**config.mk**
```make
export PLATFORM = sky130hd
export DESIGN_NAME = ucode_sequencer
export DESIGN_NICKNAME = d
export VERILOG_FILES = /design/src/rtl/ucode_sequencer.sv
export SDC_FILE = /design/constraint.sdc
export NUM_CORES = 1
export LEC_CHECK = 0
export BUFFER_PORTS_ARGS = -buffer_cell sky130_fd_sc_hd__buf_2
export CAP_MARGIN = 10
export CORE_UTILIZATION = 37
export DETAILED_ROUTE_END_ITERATION = 8
export GPL_TIMING_DRIVEN = 0
export PLACE_DENSITY = 0.86
export SYNTH_ARGS = -nofsm -noshare
export SYNTH_HDL_FRONTEND = slang
export SYNTH_SLANG_ARGS = --single-unit
```
**constraint.sdc**
```tcl
create_clock -name clk -period 3.5 [get_ports clk]
set_clock_uncertainty 0.2 [all_clocks]
set_input_delay 0 -clock clk [delete_from_list [all_inputs] [get_ports clk]]
set_output_delay 0 -clock clk [all_outputs]
set_load 0.005 [all_outputs]
```
**src/rtl/ucode_sequencer.sv**
```systemverilog
// Microcode sequencer: owns the micro-PC, addresses a synchronous microcode ROM and
// resolves jump / dispatch / conditional / return-to-fetch next-address selection.
module ucode_sequencer #(
    parameter int WORD_W         = 44,
    parameter int UADDR_W        = 10,
    parameter int OPCODE_W       = 8,
    parameter int DISPATCH_SHIFT = 2,
    parameter int FETCH_ADDR     = 0,
    parameter int NFLAGS         = 4,
    parameter int SEL_LSB        = 28,
    parameter int NEXT_LSB       = 30,
    parameter int COND_LSB       = 40
) (
    input  logic                clk,
    input  logic                rst_n,
    input  logic                stall,
    input  logic                restart,
    input  logic [OPCODE_W-1:0] opcode,
    input  logic [NFLAGS-1:0]   flags,
    output logic [UADDR_W-1:0]  rom_addr,
    input  logic [WORD_W-1:0]   rom_data,
    output logic [WORD_W-1:0]   uword,
    output logic                uword_valid,
    output logic [UADDR_W-1:0]  upc,
    output logic                instr_done
);

    localparam int CI_W = $clog2(NFLAGS);
    localparam int DW   = (OPCODE_W + DISPATCH_SHIFT > UADDR_W) ? OPCODE_W + DISPATCH_SHIFT : UADDR_W;
    localparam logic [UADDR_W-1:0] FETCH_UADDR = UADDR_W'(FETCH_ADDR);

    localparam logic [1:0] SEL_JUMP     = 2'b00;
    localparam logic [1:0] SEL_DISPATCH = 2'b01;
    localparam logic [1:0] SEL_COND     = 2'b10;

    typedef enum logic {PRIME, RUN} state_t;

    state_t              state_reg, state_next;
    logic [UADDR_W-1:0]  upc_reg, upc_next;

    logic [1:0]          sel;
    logic [UADDR_W-1:0]  nxt;
    logic [CI_W-1:0]     ci;
    logic [UADDR_W-1:0]  dispatch_addr;
    logic [UADDR_W-1:0]  branch_addr;

    assign sel = rom_data[SEL_LSB +: 2];
    assign nxt = rom_data[NEXT_LSB +: UADDR_W];
    assign ci  = rom_data[COND_LSB +: CI_W];

    // Opcode is widened before shifting so high opcode bits fall off only at the final truncation
    assign dispatch_addr = UADDR_W'(DW'(opcode) << DISPATCH_SHIFT);

    always_comb begin
        case (sel)
            SEL_JUMP:     branch_addr = nxt;
            SEL_DISPATCH: branch_addr = dispatch_addr;
            SEL_COND:     branch_addr = flags[ci] ? nxt : upc_reg + UADDR_W'(1);
            default:      branch_addr = FETCH_UADDR;
        endcase
    end

    always_comb begin
        state_next  = state_reg;
        upc_next    = upc_reg;
        rom_addr    = FETCH_UADDR;
        uword       = '0;
        uword_valid = 1'b0;
        instr_done  = 1'b0;
        if (restart) begin
            upc_next   = FETCH_UADDR;
            state_next = RUN;
        end else if (state_reg == PRIME) begin
            // ROM output is not yet meaningful; spend one cycle fetching the first word
            upc_next   = FETCH_UADDR;
            state_next = RUN;
        end else if (stall) begin
            // Re-read the same address so rom_data keeps presenting the held word
            rom_addr = upc_reg;
        end else begin
            rom_addr    = branch_addr;
            upc_next    = branch_addr;
            uword       = rom_data;
            uword_valid = 1'b1;
            instr_done  = (sel == 2'b11);
        end
    end

    always_ff @(posedge clk or negedge rst_n) begin
        if (!rst_n) begin
            state_reg <= PRIME;
            upc_reg   <= FETCH_UADDR;
        end else begin
            state_reg <= state_next;
            upc_reg   <= upc_next;
        end
    end

    assign upc = upc_reg;

endmodule

```
==> impl_metrics.csv, run 1 <==
group,metric,value,unit
setup_path,cp_max_fo,10,
status,outcome,"finished with violations",
timing,rsz0062_at_grt,"no",
setup_path,critical_path.max_stage_delay,560,ps
route,viasPerCell,5.08,
die,fp.dieH,57.3,µm
die,pin_count,126,
setup_path,crit_chain,"dlygate4sd3_1, buf_2, or3b_1, buf_2, inv_1, buf_2, a32o_1, a31oi_1, dlygate4sd3_1, o31ai_1, buf_2",
synthesis,synth_cell_type_count,38,
placed_design,numPortBuffers,125,
route,dr_total_vias,1616,
placed_design,place_ws,1490,ps
layout,drive_gt1_share,47.0,%
setup_path,r2r_cells,8,
setup_path,path_buf_inv,7,
die,die_x,57.3,µm
placed_design,dpl.hpwl,3180,µm
setup_path,cp-start-kind,"primary input",
timing,fin_crit,2840,ps
power_and_ir_drop,vdd_ir_drop_max,0.000202,V
setup_path,crit_path_end_kind,"output port",
flow_run,maxCapViolCount,0,
setup_path,cp_common_cell,"buf_2",
timing,fin_worst_hold_slack,1.57,ps
timing,setup_ws,657,ps
timing,finalSetupTns,0,ps
timing,drv_slew,0,
global_route,grt_overflow,0,
synthesis,synth_nets,199,
timing,fin_crit_sh,81.2,%
global_route,grt_pass1_wl,6480,µm
clock_network,clkTransAtPathRegs,70,ps
synthesis,synthTopCellsByArea,"and2_1 24%, dfrtp_1 24%, mux2i_1 5.3%",
die,start_util,40.0,%
layout,syn_to_final_growth,78.7,%
setup_path,rrSetupSlack,700,ps
global_route,grt_pass1_vias,1484,
clock_network,cts_resized,0,
setup_path,r2r-start,"state_reg",
synthesis,synth_most_common_cell,"and2_1",
timing,hold_violations,0,
clock_network,cts_buffers,3,
timing,fmax,0.352,GHz
route,drc,8,
synthesis,async_flop_share,100,%
setup_path,criticalPathCategory,"primary input to output port",
clock_network,clkSinkCount,11,
clock_network,clk_latency,280,ps
route,firstDrtPassIters,7,
synthesis,synth_top_area_cell,"and2_1",
setup_path,cp.required,3300,ps
clock_network,cts.htree.levels,1,
clock_network,cts-root-buf,"clkbuf_4",
synthesis,synth_area,1130,µm²
timing,max_slew.worst_pin.slew,534,ps
timing,slew_headroom,64.3,%
route,drtAntennaViolNets,0,
layout,layout.nets,349,
route,routedWlPerCell,13.0,µm
clock_network,post_cts_buffers,0,
timing,setup_violations,0,
worst_hold_path,min_from,"rom_data[29]",
synthesis,synth_commonest_cells,"44 x and2_1, 11 x dfrtp_1, 7 x o21ai_0",
global_route,grt_max_degree,12,
route,first_iter_violations,50,
setup_path,critPathArrivalTime,2640,ps
die,die-area,3290,µm²
setup_path,crit_slowest_cell,"dlygate4sd3_1",
synthesis,synth_flop_cell,"dfrtp_1",
worst_hold_path,holdPathStages,4,
status,failed_checks,"design-rule violations",
synthesis,ys_ff_latch,11,
die,rows,19,
synthesis,avgSynthCellArea,8.21,µm²
power_and_ir_drop,p_per_area,177,nW/µm²
worst_hold_path,hold-path-endpoint,"upc[5]",
clock_network,cts_tree,"yes",
synthesis,yosysSeqAreaShare,24.3,%
setup_path,r2r_end,"upc[7]",
setup_path,crit_family,"buffers and inverters",
power_and_ir_drop,p_leak,1.20,nW
route,wl,4140,µm
layout,n_antenna_cell,0,
clock_network,cts_buffer_depth,2,
layout,largest_reg_flops,10,
die,coreArea,2830,µm²
placed_design,place_congestion,0.847,
global_route,grtUsageTotal,25.7,%
synthesis,postSynthCellCount,138,
global_route,antenna_found_initial,0,
synthesis,synth_top_area_share,24.3,%
worst_hold_path,min_path_type,"primary input to flop",
synthesis,yosys_warnings,0,
synthesis,synth_edf_count,0,
==> worst min-delay path, stage by stage <==
cell	delay [ps]
buf_2	150
nand2b_4	70
buf_6	120
o31ai_1	90
==> repair_timing <==
action / 4_1_cts / 5_1_grt
hold endpoints to repair: 21 / 0
hold buffers: 20 / 0
setup endpoints to repair: 0 / 0
==> stage by stage <==
step / util [%] / area [µm²] / instances / power (mW)
after floorplan: - / 1130 / 138 / 0.188
after global placement: 63.5 / 1800 / 294 / 0.251
after detailed placement: 63.5 / 1800 / 294 / 0.254
after CTS: 71.5 / 2020 / 318 / 0.358
after global routing: 71.5 / 2020 / 318 / 0.381
final: 71.5 / 2020 / 318 / 0.359
==> worst max path at each step <==
stage	slack, ps	end	start	depth (start not counted)
4_1_cts	680	rom_addr[6]	restart	11
2_1_floorplan	1640	upc[8]	state_reg	5
3_3_place_gp	1540	uword[24]	state_reg	7
5_1_grt	540	rom_addr[6]	state_reg	9
6_report	660	rom_addr[6]	restart	11
3_5_place_dp	1490	uword[14]	state_reg	7
==> placed cells by master (no fill, tap or decap), drive strengths merged, types with 2 or more instances in the layout <==
cell	instances
buf	128
and2	44
dlygate4sd3	20
dfrtp	11
clkbuf	10
o21ai	7
mux2i	6
a32o	4
a31oi	4
nor3	4
a21oi	4
nand2b	4
inv	3
and3	3
nand2	3
xor2	3
nand3	3
xnor2	3
nor2	2
and4	2
o31ai	2
o22ai	2
nor3b	2
==> routing by layer <==
metal	vias to the layer above	track usage, %	share of wire [%]
met4	0	8.36	1.2
met2	75	49.2	51
met3	5	2.95	6.4
met5	-	0	0
met1	749	29.3	41
li1	787	-	-
==> cell families after synthesis <==
logic type / after synthesis / share of synthesized area, %
compound gates: 28 / 16.9
xor+xnor: 6 / 4.64
fa+ha+maj: 1 / 1.10
buf+inv: 12 / 4.86
flops: 11 / 24.3
mux: 7 / 7.29
other cells: 1 / 0.331
simple gates: 72 / 40.6
==> where the power goes <==
part	switching [mW]	total, mW	internal, mW
clock network	0.0481	0.0924	0.0443
registers	0.00506	0.136	0.131
logic	0.0561	0.130	0.0744
==> area by class of cell <==
type	count	area [µm²]
Tap cell	31	38.8
Buffer	9	43.8
Multi-Input combinational cell	115	802
Fill cell	244	806
Sequential cell	11	275
Clock buffer	4	26.3
Timing Repair Buffer	145	826
Inverter	3	11.3
Note: power is estimated with default switching activity, not from simulation.
==> run 2: changes to the inputs <==
ABC_AREA = 1   (was not set)
CORE_UTILIZATION = 34   (was 37)
PLACE_DENSITY = 0.78   (was 0.86)
clock period = 2.4 ns   (was 3.5 ns; I/O delays follow)
==> run 2 against run 1 <==
Net effect:
- the flow now finishes without violations
- sequential power grew 46%
- combinational power grew 73%
- first-iteration DRC count grew 70%
- non-clock buffer count shrank 11
- wire length grew 11%
- global-route usage shrank 3.8 points
- largest cell class unchanged
- largest power group is now combinational logic
==> impl_metrics.csv, run 2 <==
group,metric,value,unit
layout,drive_gt1_share,36.4,%
clock_network,cts-root-buf,"clkbuf_8",
layout,layout.nets,463,
synthesis,synthTopCellsByArea,"dfrtp_1 20%, nand2_1 19%, inv_1 17%",
setup_path,critPathArrivalTime,2080,ps
clock_network,cts.htree.levels,1,
die,fp.dieH,65.2,µm
die,pin_count,126,
timing,fin_crit,2150,ps
setup_path,cp.required,2330,ps
timing,setup_ws,246,ps
power_and_ir_drop,p_clk_share,31.0,%
route,dr_total_vias,2023,
power_and_ir_drop,vdd_ir_drop_max,0.000170,V
global_route,grt_max_degree,12,
synthesis,async_flop_share,100,%
layout,n_antenna_cell,0,
layout,largest_reg_flops,10,
synthesis,synth_cell_type_count,24,
power_and_ir_drop,seqPwrFrac,32.4,%
flow_run,maxCapViolCount,0,
synthesis,avgSynthCellArea,5.20,µm²
layout,final_common_cell,"buf_2",
clock_network,clk_latency,250,ps
global_route,grt_use_met2,41.0,%
clock_network,cts_tree,"yes",
setup_path,crit_path_end_kind,"flop",
placed_design,place_ws,723,ps
power_and_ir_drop,power.net_switching,0.202,mW
global_route,grtUsageMet3,4.69,%
timing,setup_violations,0,
synthesis,postSynthCellCount,261,
die,coreArea,3740,µm²
layout,syn_to_final_growth,62.0,%
timing,hold_violations,0,
synthesis,synth_nets,322,
setup_path,crit_family,"simple AND/OR/NAND/NOR gates",
placed_design,numPortBuffers,125,
global_route,top_usage_layer,"met2",
synthesis,synth_most_common_cell,"nand2_1",
timing,rsz0062_at_grt,"no",
clock_network,cts_resized,0,
clock_network,clkTransAtPathRegs,50,ps
setup_path,crit_chain,"inv_1, nor3_1, nand2_1, nand2_1, nand3_1, nand2_1, nand3_1, nand2_1, nand2_1, dlygate4sd3_1",
route,wl,4600,µm
setup_path,cp_max_fo,8,
timing,fmax,0.464,GHz
setup_path,critical_path.max_stage_delay,550,ps
setup_path,cp-start-kind,"flop",
global_route,grt_pass1_vias,1800,
layout,final_cell_mix,"129 x buf_2, 68 x nand2_1, 63 x inv_1",
timing,fin_crit_sh,89.7,%
status,outcome,"complete, no violations",
setup_path,crit_slowest_cell,"dlygate4sd3_1",
setup_path,cp_common_cell,"nand2_1",
die,start_util,36.3,%
placed_design,dpl.hpwl,3770,µm
global_route,antenna_found_initial,0,
synthesis,synth_area,1360,µm²
route,firstDrtPassIters,4,
die,die-area,4250,µm²
timing,finalSetupTns,0,ps
placed_design,place_congestion,0.826,
timing,drv_slew,0,
clock_network,cts_buffers,3,
synthesis,ys_ff_latch,11,
die,rows,22,
synthesis,yosys_warnings,0,
route,first_iter_violations,85,
clock_network,cts_buffer_depth,2,
synthesis,yosysSeqAreaShare,20.3,%
synthesis,synth_flop_cell,"dfrtp_1",
power_and_ir_drop,finalPower,0.613,mW
power_and_ir_drop,combPwrFrac,36.6,%
setup_path,criticalPathCategory,"flop to flop",
die,die_x,65.2,µm
clock_network,clkSinkCount,11,
synthesis,synth_edf_count,0,
global_route,grt_overflow,0,
power_and_ir_drop,p_leak,1.51,nW
power_and_ir_drop,power.internal,0.411,mW
synthesis,synth_top_area_share,20.3,%
global_route,grtUsageTotal,21.8,%
power_and_ir_drop,p_sw_share,33.0,%
clock_network,post_cts_buffers,0,
route,drtAntennaViolNets,0,
worst_hold_path,min_path_type,"primary input to flop",
layout,utilization,58.8,%
route,viasPerCell,4.51,
power_and_ir_drop,p_per_area,279,nW/µm²
route,drc,0,
route,routedWlPerCell,10.2,µm
global_route,use_met1,23.6,%
synthesis,synth_top_area_cell,"dfrtp_1",
synthesis,synth_commonest_cells,"68 x nand2_1, 63 x inv_1, 52 x nor2_1",
setup_path,path_buf_inv,2,
global_route,grt_pass1_wl,7380,µm
[run 2: cell count changes in the layout (fill, tap and decap cells not counted), moves of 4 or more]
cell / change
nand2_1: +65
inv_1: +60
nor2_1: +50
and2_1: -44
nand3_1: +15
dlygate4sd3_1: -9
clkbuf_1: -6
mux2i_1: -6
a32o_1: -4
inv_2: +4
nand4_1: +4
o21ai_0: +4
[run 2: kinds of logic (layout without fill, tap and decap cells)]
family	after synthesis	count (layout)	share of synthesized area, %
AO/OA/AOI/OAI	20	20	7.65
adder cells (fa/ha/maj)	1	1	0.922
buffers and inverters	75	215	22.2
flip-flops	11	11	20.3
other	1	1	0.276
AND/OR/NAND/NOR	153	153	48.7
[run 2: repair_timing]
item / CTS / global route
endpoints found under the setup margin: 0 / 0
endpoints found under the hold margin: 19 / 0
hold buffers: 11 / 0
[run 2: tightest hold or removal path, delay by kind of cell]
family / cells / cell delay, ps
and+or+nand+nor: 4 / 200
buffers and inverters: 2 / 140
AOI/OAI and AO/OA: 1 / 70
[run 2: final cells by class]
cell class	count	area, µm²
Sequential cell	11	275
Clock inverter	1	5.00
Multi-Input combinational cell	175	781
Clock buffer	3	41.3
Fill cell	406	1540
Timing Repair Buffer	136	736
Inverter	68	255
Buffer	7	46.3
Tap cell	48	60.1
[run 2: per-stage QoR]
stage	cell area [µm²]	hold slack, ps	instances
after detailed placement	2040	-324	434
after CTS	2200	5.18	449
final	2200	6.44	449
after global routing	2200	46.4	449
after global placement	2040	-325	434
after floorplan	1360	-496	261
[run 2: layer usage]
metal  routed length, µm  vias up  part of all wire (%)
met1                1920      879                    42
met2                2300       87                    50
met3                 276       13                   6.0
li1                    -     1044                     -
met5                   0        -                     0
met4                  99        0                   2.2
[run 2: path summary, 6_finish.rpt]
path	startpoint	endpoint	slack (ps)	depth (start not counted)
worst max-delay path	upc[5]	upc[9]	250	10
worst min-delay path	opcode[0]	upc[2]	6	7
worst max register to register	upc[5]	upc[9]	250	10
worst min register to register	upc[8]	upc[8]	390	2
max in group asynchronous	rst_n	upc[8]	1100	3
min in group asynchronous	rst_n	upc[3]	570	3
[run 2: power groups by stage]
stage	sequential, mW	combinational (mW)	clock, mW
6_report	0.198	0.225	0.190
3_3_place_gp	0.201	0.209	0
3_5_place_dp	0.201	0.213	0
2_1_floorplan	0.200	0.108	0
5_1_grt	0.199	0.255	0.204
4_1_cts	0.198	0.226	0.194
==> run 3: changes to the inputs <==
ABC_AREA = not set   (was 1)
CORE_UTILIZATION = 31   (was 34)
PLACE_DENSITY = 0.77   (was 0.78)
==> run 3 against run 2 <==
Net effect:
- clock power decreased by 29%
- global-route usage shrank 0.66 points
- non-clock buffer count increased by 11
- worst hold slack improved by 24 ps
- critical path type is now primary input to flop
- largest cell class unchanged
==> impl_metrics.csv, run 3 (same netlist as run 1, synthesis figures left out) <==
group,metric,value,unit
status,outcome,"complete, no violations",
setup_path,path_buf_inv,4,
setup_path,critPathArrivalTime,2380,ps
setup_path,critical_path.max_stage_delay,580,ps
layout,final_cell_mix,"126 x buf_2, 44 x and2_1, 20 x dlygate4sd3_1",
setup_path,crit_family,"buffers and inverters",
route,firstDrtPassIters,4,
timing,fin_worst_hold_slack,30.4,ps
layout,final_common_cell,"buf_2",
layout,utilization,60.3,%
placed_design,numPortBuffers,125,
timing,drv_slew,0,
timing,fin_crit_sh,98.4,%
global_route,grt_pass1_wl,6760,µm
die,rows,21,
die,die-area,3900,µm²
power_and_ir_drop,p_clk_share,25.5,%
setup_path,crit_chain,"dlygate4sd3_1, buf_2, clkbuf_1, nor2b_1, a32o_1, a31oi_1, o31ai_2, dlygate4sd3_1",
die,pin_count,126,
clock_network,clk_latency,280,ps
power_and_ir_drop,p_sw_share,30.4,%
power_and_ir_drop,p_per_area,256,nW/µm²
clock_network,cts_buffers,3,
die,coreArea,3420,µm²
power_and_ir_drop,seqPwrFrac,37.5,%
global_route,grtUsageTotal,21.2,%
layout,drive_gt1_share,48.8,%
power_and_ir_drop,p_leak,1.22,nW
global_route,grt_max_degree,12,
placed_design,dpl.hpwl,3240,µm
power_and_ir_drop,power.internal,0.367,mW
timing,finalSetupTns,0,ps
power_and_ir_drop,combPwrFrac,37.0,%
layout,n_antenna_cell,0,
placed_design,place_congestion,0.789,
timing,fin_crit,2360,ps
setup_path,cp_common_cell,"dlygate4sd3_1",
power_and_ir_drop,vdd_ir_drop_max,0.000318,V
layout,largest_reg_flops,10,
global_route,grt_pass1_vias,1443,
layout,fill_cells,334,
clock_network,clkSinkCount,11,
setup_path,crit_slowest_cell,"dlygate4sd3_1",
setup_path,crit_path_end_kind,"flop",
clock_network,post_cts_buffers,0,
route,dr_total_vias,1572,
timing,slew_headroom,64.0,%
power_and_ir_drop,power.net_switching,0.160,mW
die,die_x,62.4,µm
route,routedWlPerCell,12.7,µm
route,drtAntennaViolNets,0,
timing,fmax,0.423,GHz
setup_path,criticalPathCategory,"primary input to flop",
global_route,grt_overflow,0,
setup_path,cp_max_fo,10,
flow_run,maxCapViolCount,0,
clock_network,cts_buffer_depth,2,
timing,setup_violations,0,
setup_path,cp.required,2420,ps
timing,hold_violations,0,
route,first_iter_violations,78,
worst_hold_path,min_path_type,"primary input to flop",
timing,max_slew.worst_pin.slew,538,ps
clock_network,clkTransAtPathRegs,70,ps
die,start_util,33.2,%
route,wl,4230,µm
clock_network,cts-root-buf,"clkbuf_4",
global_route,antenna_found_initial,0,
power_and_ir_drop,finalPower,0.528,mW
clock_network,cts.htree.levels,1,
layout,layout.nets,349,
clock_network,cts_tree,"yes",
timing,rsz0062_at_grt,"yes",
layout,syn_to_final_growth,82.0,%
setup_path,cp-start-kind,"primary input",
route,viasPerCell,4.72,
route,drc,0,
die,fp.dieH,62.4,µm
-- run 3: cell types whose count changed in the layout (fill, tap and decap cells not counted), moves of 5 or more --
cell | before | now
and2_1 | 0 | 44
dlygate4sd3_1 | 11 | 20
inv_1 | 63 | 3
mux2i_1 | 0 | 6
nand2_1 | 68 | 3
nand3_1 | 18 | 3
nor2_1 | 52 | 2
o21ai_0 | 11 | 6
-- run 3: cell type report --
| type | instances | area, µm² | area share, % |
|---|---|---|---|
| timing repair buffer | 145 | 826 | 40.1 |
| multi-input combinational | 115 | 811 | 39.3 |
| sequential | 11 | 275 | 13.4 |
| tap | 46 | 57.6 | 2.79 |
| buffer | 9 | 53.8 | 2.61 |
| clock buffer | 4 | 26.3 | 1.28 |
| inverter | 3 | 11.3 | 0.546 |
-- run 3: power groups by stage --
stage	clock network, mW	logic (mW)	registers (mW)
after floorplan	0	0.0731	0.201
after global placement	0	0.166	0.201
after detailed placement	0	0.168	0.201
after CTS	0.137	0.192	0.198
after global routing	0.148	0.214	0.200
final	0.134	0.195	0.198
-- run 3: final timing paths --
check	from	endpoint	slack, ps	depth (start not counted)
max	rom_data[28]	upc[5]	40	8
min	rom_data[29]	upc[6]	30	4
max reg2reg	state_reg	upc[5]	70	6
min reg2reg	upc[8]	upc[8]	380	1
max in group asynchronous	rst_n	upc[0]	1090	3
min in group asynchronous	rst_n	state_reg	550	3
-- run 3: repair_timing --
| action | CTS | global route |
|---|---|---|
| gates resized for setup | 0 | 11 |
| hold buffers | 20 | 0 |
| setup endpoints to repair | 0 | 34 |
| hold endpoints to repair | 21 | 0 |
-- run 3: metal layers --
| metal | wire [µm] | global-route usage [%] | vias up |
|---|---|---|---|
| li1 | - | - | 784 |
| met1 | 1850 | 27.8 | 710 |
| met2 | 2100 | 36.7 | 76 |
| met3 | 273 | 4.74 | 2 |
| met4 | 8 | 1.74 | 0 |
| met5 | 0 | 0 | - |
-- run 3: metrics by stage --
stage / instance area, µm² / setup WS (ps) / instances
after global routing: 2060 / -40.1 / 333
after CTS: 2040 / 33.2 / 333
after global placement: 1820 / 448 / 309
after detailed placement: 1820 / 402 / 309
after floorplan: 1130 / 543 / 138
final: 2060 / 37.7 / 333
-- run 3: worst reg2reg max path: cells and delay by family, from the launching register on --
| kind | cells | cell delay [ps] |
|---|---|---|
| buffers and inverters | 3 | 880 |
| AOI/OAI and AO/OA | 1 | 280 |
| and+or+nand+nor | 2 | 530 |
| DFF | 1 | 380 |
